===== src/rtl/ccff_chain_loader.sv =====
// ccff_chain_loader: drives the configuration flip-flop chain of an I/O tile
// column. A sync pattern is shifted in ahead of the payload. The pattern must
// leave ccff_tail after exactly CHAIN_LEN shifts, which proves the chain
// length and its integrity.
//
// state  | meaning
// -------+---------------------------------------------------------------
// IDLE   | waiting for start; shift_count holds the last load's value
// SYNC   | shifting SYNC_PATTERN MSB-first, one bit per cycle, no stalls
// LOAD   | shifting payload words from the buffer; stalls when it is empty
// CHECK  | one cycle: report done or error from the tail-compare flag
module ccff_chain_loader #(
  parameter int                CHAIN_LEN    = 20,
  parameter int                WORD_W       = 8,
  parameter int                SYNC_W       = 8,
  parameter logic [SYNC_W-1:0] SYNC_PATTERN = 8'hA5,
  localparam int               TOTAL        = SYNC_W + CHAIN_LEN,
  localparam int               CNT_W        = $clog2(TOTAL + 1)
) (
  input  logic              prog_clk,
  input  logic              prog_reset_n,
  input  logic              start,
  input  logic [WORD_W-1:0] data_in,
  input  logic              data_valid,
  output logic              data_ready,
  output logic              ccff_head,
  output logic              ccff_shift_en,
  input  logic              ccff_tail,
  output logic              busy,
  output logic              done,
  output logic              error,
  output logic [CNT_W-1:0]  shift_count
);

  localparam int BCNT_W = $clog2(WORD_W + 1);

  localparam logic [CNT_W-1:0]  TOTAL_C     = CNT_W'(TOTAL);
  localparam logic [CNT_W-1:0]  CHAIN_C     = CNT_W'(CHAIN_LEN);
  localparam logic [CNT_W-1:0]  SYNC_LAST_C = CNT_W'(SYNC_W - 1);
  localparam logic [BCNT_W-1:0] WORD_C      = BCNT_W'(WORD_W);

  typedef enum logic [1:0] {
    S_IDLE  = 2'd0,
    S_SYNC  = 2'd1,
    S_LOAD  = 2'd2,
    S_CHECK = 2'd3
  } state_t;

  state_t              state;
  logic [SYNC_W-1:0]   sync_sr;   // pattern bits still to be shifted in
  logic [SYNC_W-1:0]   tail_sr;   // pattern bits still expected at the tail
  logic                mismatch;  // any tail bit differed during this load
  logic [WORD_W-1:0]   word_buf;
  logic [BCNT_W-1:0]   buf_cnt;   // valid bits left in word_buf, MSB-aligned
  logic                tail_check;

  // Buffer empty and payload still owed: the only time a word is taken.
  // Decoded purely from registers, so it never depends on data_valid.
  assign data_ready = (state == S_LOAD) && (buf_cnt == '0) && (shift_count != TOTAL_C);

  // The edge currently on ccff_shift_en is edge (shift_count-1). Edges at or
  // beyond CHAIN_LEN expose the sync bits at the tail, before the capture.
  assign tail_check = ccff_shift_en && (shift_count > CHAIN_C);

  // Sequencer, serializer and tail checker; all outputs are registered.
  always_ff @(posedge prog_clk or negedge prog_reset_n) begin
    if (!prog_reset_n) begin
      state         <= S_IDLE;
      ccff_head     <= 1'b0;
      ccff_shift_en <= 1'b0;
      busy          <= 1'b0;
      done          <= 1'b0;
      error         <= 1'b0;
      shift_count   <= '0;
      sync_sr       <= '0;
      tail_sr       <= '0;
      mismatch      <= 1'b0;
      word_buf      <= '0;
      buf_cnt       <= '0;
    end else begin
      done <= 1'b0;

      if (tail_check) begin
        if (ccff_tail != tail_sr[SYNC_W-1]) begin
          mismatch <= 1'b1;
        end
        tail_sr <= tail_sr << 1;
      end

      case (state)
        S_IDLE: begin
          ccff_shift_en <= 1'b0;
          if (start) begin
            state       <= S_SYNC;
            busy        <= 1'b1;
            error       <= 1'b0;
            shift_count <= '0;
            mismatch    <= 1'b0;
            sync_sr     <= SYNC_PATTERN;
            tail_sr     <= SYNC_PATTERN;
            buf_cnt     <= '0;
          end
        end

        S_SYNC: begin
          ccff_head     <= sync_sr[SYNC_W-1];
          sync_sr       <= sync_sr << 1;
          ccff_shift_en <= 1'b1;
          shift_count   <= shift_count + 1'b1;
          if (shift_count == SYNC_LAST_C) begin
            state <= S_LOAD;
          end
        end

        S_LOAD: begin
          if (shift_count == TOTAL_C) begin
            // Last edge is on the chain now; any unused low bits of the
            // final word are dropped with the buffer.
            ccff_shift_en <= 1'b0;
            buf_cnt       <= '0;
            state         <= S_CHECK;
          end else if (buf_cnt != '0) begin
            ccff_head     <= word_buf[WORD_W-1];
            word_buf      <= word_buf << 1;
            buf_cnt       <= buf_cnt - 1'b1;
            ccff_shift_en <= 1'b1;
            shift_count   <= shift_count + 1'b1;
          end else begin
            // Buffer empty: the chain holds until a word arrives.
            ccff_shift_en <= 1'b0;
            if (data_valid && data_ready) begin
              word_buf <= data_in;
              buf_cnt  <= WORD_C;
            end
          end
        end

        S_CHECK: begin
          ccff_shift_en <= 1'b0;
          ccff_head     <= 1'b0;
          busy          <= 1'b0;
          if (mismatch) begin
            error <= 1'b1;
          end else begin
            done <= 1'b1;
          end
          state <= S_IDLE;
        end

        default: begin
          state         <= S_IDLE;
          ccff_shift_en <= 1'b0;
          busy          <= 1'b0;
        end
      endcase
    end
  end

endmodule


===== config.mk =====
export PLATFORM = sky130hd
export DESIGN_NAME = ccff_chain_loader
export DESIGN_NICKNAME = d
export VERILOG_FILES = /design/src/rtl/ccff_chain_loader.sv
export SDC_FILE = /design/constraint.sdc
export NUM_CORES = 1
export LEC_CHECK = 0
export BUFFER_PORTS_ARGS = -buffer_cell sky130_fd_sc_hd__buf_2
export CAP_MARGIN = 0
export CORE_UTILIZATION = 60
export CTS_BUF_LIST = sky130_fd_sc_hd__clkbuf_4
export DETAILED_ROUTE_END_ITERATION = 7
export GPL_TIMING_DRIVEN = 0
export PLACE_DENSITY = 0.89
export SLEW_MARGIN = 20
export SYNTH_ARGS = -nofsm -noshare
export SYNTH_HDL_FRONTEND = slang
export SYNTH_SLANG_ARGS = --single-unit

===== constraint.sdc =====
create_clock -name prog_clk -period 2.2 [get_ports prog_clk]
set_input_delay 0.33 -clock prog_clk [delete_from_list [all_inputs] [get_ports prog_clk]]
set_output_delay 0.33 -clock prog_clk [all_outputs]
set_load 0.01 [all_outputs]

==> impl_metrics.toml <==
[critical_path]
criticalPathCategory = "flip-flop to output port"
crit_path_max_fanout = 11
critPathLaunchType = "flip-flop"
cp.arrival_ps = 1770
worstPathRequired_ps = 1870
worst_setup_path_end_kind = "output port"

[global_routing]
antenna_found_initial = 0
grt_max_degree = 42
grt_usage_pct = 25.4
grt_pass1_vias = 1472
grt-ovfl-total = 0
grt_pass1_wl_um = 6540

[clock_tree]
cts_sinks = 41
cts_tree = "built"
cts_root_buf = "clkbuf_4"
cts_buffer_depth = 2
hold_buffers = 0
numCtsBuffers = 5
clk_pin_slew_ps = 120
htreeDepth = 2
insertion_delay_ps = 360

[flow_run]
cap_violations = 0

[synth]
ys_seq_area_share_pct = 51.8
avgSynthCellArea_um2 = 10.8
synthCells = 183
synth-edff-count = 0
synth.most_common_cell = "dfrtp_1"
synth_top_area_share_pct = 51.8
synth_fp_nets = 204
ys_seq_elements = 41
synth_warnings = 0
synth_ff_type = "dfrtp_1"
yosys-top-cells-count = "41 x dfrtp_1, 20 x o21ai_0, 19 x nand2_1"
synth_top_area_cell = "dfrtp_1"
yosysUniqueCellTypes = 43
synth.area.top_cells = "dfrtp_1 52%, mux2i_1 8.6%, ha_1 5.1%"
ys_async_sr_fraction_pct = 100
netlist_area_um2 = 1980

[routing]
route.detailed.drc = 0
vias_per_cell = 5.90
wirelength_um = 3840
ant_nets = 0
via_count = 1535
first_pass_iters = 4
initialDrtViolationCount = 62
wl_per_cell_um = 14.8

[final_layout]
drive_gt1_share_pct = 20.8
finalNetCount = 236
syn_to_final_growth_pct = 13.8
antenna_cells = 0

[timing]
finalCritPeriodShare_pct = 95.6
fmax_mhz = 475
fin_skew_ps = 17.9
worst_pin_slew_ps = 892
slew_viol_final = 0
fin_setup_tns_ps = 0
rsz0062_at_grt = "false"
setup_viol = 0
finalCriticalPeriod_ps = 2100
worst_slew_margin_rel_pct = 40.6
hold_viol_final = 0

[floorplan]
die_area_um2 = 3540
start_util_pct = 63.9
dieWidth_um = 59.5
die_h_um = 59.5
rows = 20
ios = 24
core_um2 = 3100

[power]
power_density_nw_per_um2 = 1400
leakage_nw = 1.12
finalPower_mw = 3.15
ir_drop_mv = 1.02

[placement]
gp_congestion = 0.765
hpwl_um = 2790
port-buffer-count = 23

[outcome]
status = "finished, final reports clean"

[min_path]
hold_path.class = "input pin to async pin"
==> stage by stage <==
step	hold WS [ps]	cells	area (µm²)	util (%)	setup slack, ps
finish	76.7	260	2250	72.7	96.7
global route	156	260	2250	72.7	14.1
CTS	109	260	2250	72.5	16.9
detailed placement	472	250	2150	69.4	304
global placement	444	250	2150	69.4	362
floorplan	34.4	183	1980	-	463
==> timing repair <==
action | CTS | global route
pin swaps | 0 | 0
setup buffers | 2 | 1
endpoints found under the setup margin | 1 | 1
gates resized for setup | 3 | 2
==> metal layers <==
| metal | share of wire, % | track usage [%] | vias up |
|---|---|---|---|
| met1 | 43 | 30.6 | 775 |
| met2 | 51 | 44.0 | 39 |
| met4 | 1.9 | 11.9 | 0 |
| li1 | - | - | 714 |
| met5 | 0 | 0 | - |
| met3 | 4.0 | 4.59 | 7 |
==> cell usage in the layout, fill, tap and decap left out, types with 4 or more instances in the layout <==
master | Yosys | layout
o21ai_0 | 20 | 20
buf_2 | 2 | 25
inv_1 | 8 | 7
clkbuf_4 | 0 | 6
nand2_1 | 19 | 18
a22o_1 | 4 | 4
ha_1 | 8 | 7
nor2_1 | 14 | 13
mux2i_1 | 17 | 17
dfrtp_1 | 41 | 41
==> state kept, by name, indices dropped and copies added (netlist names), 2 cells and up <==
| register | flops |
|---|---|
| tail_sr | 8 |
| shift_count | 5 |
| state | 2 |
| buf_cnt | 4 |
| word_buf | 8 |
| sync_sr | 8 |
==> logic make-up after synthesis <==
logic type | share of synthesized area [%]
muxes | 8.59
adders and majority gates | 5.05
and+or+nand+nor | 13.6
AOI/OAI and AO/OA | 17.2
xor gates and xnor gates | 0.442
DFF | 51.8
buffers and inverters | 3.35
==> power breakdown <==
part	internal [mW]	leakage (nW)	switching (mW)
Clock	0.249	0.0433	0.239
Combinational	0.646	0.573	0.827
Sequential	1.00	0.509	0.185
Total	1.90	1.12	1.25
==> worst max-delay path, stage by stage (launching register included) <==
cell and delay (ps):
dfrtp_1 390, inv_1 80, ha_2 180, or3b_4 490, nor2_4 140, buf_2 130
==> path summary, 6_finish.rpt <==
check                           slack (ps)  depth (start not counted)         start        endpoint
min in group prog_clk                  210                          2    data_in[0]     word_buf[0]
worst max register to register         220                          6    buf_cnt[0]  shift_count[3]
worst min-delay path                    80                          1  prog_reset_n           error
max in group asynchronous             1560                          1  prog_reset_n      buf_cnt[2]
worst max-delay path                   100                          5    buf_cnt[0]      data_ready
worst min register to register         480                          1      mismatch            done
==> final cells by class <==
type	count	area (µm²)
Tap cell	44	55.1
Multi-Input combinational cell	129	902
Sequential cell	41	1030
Clock buffer	6	45.0
Inverter	8	30.0
Fill cell	240	848
Buffer	4	25.0
Timing Repair Buffer	26	138
Clock inverter	2	33.8
(Power assumes the default switching activity.)
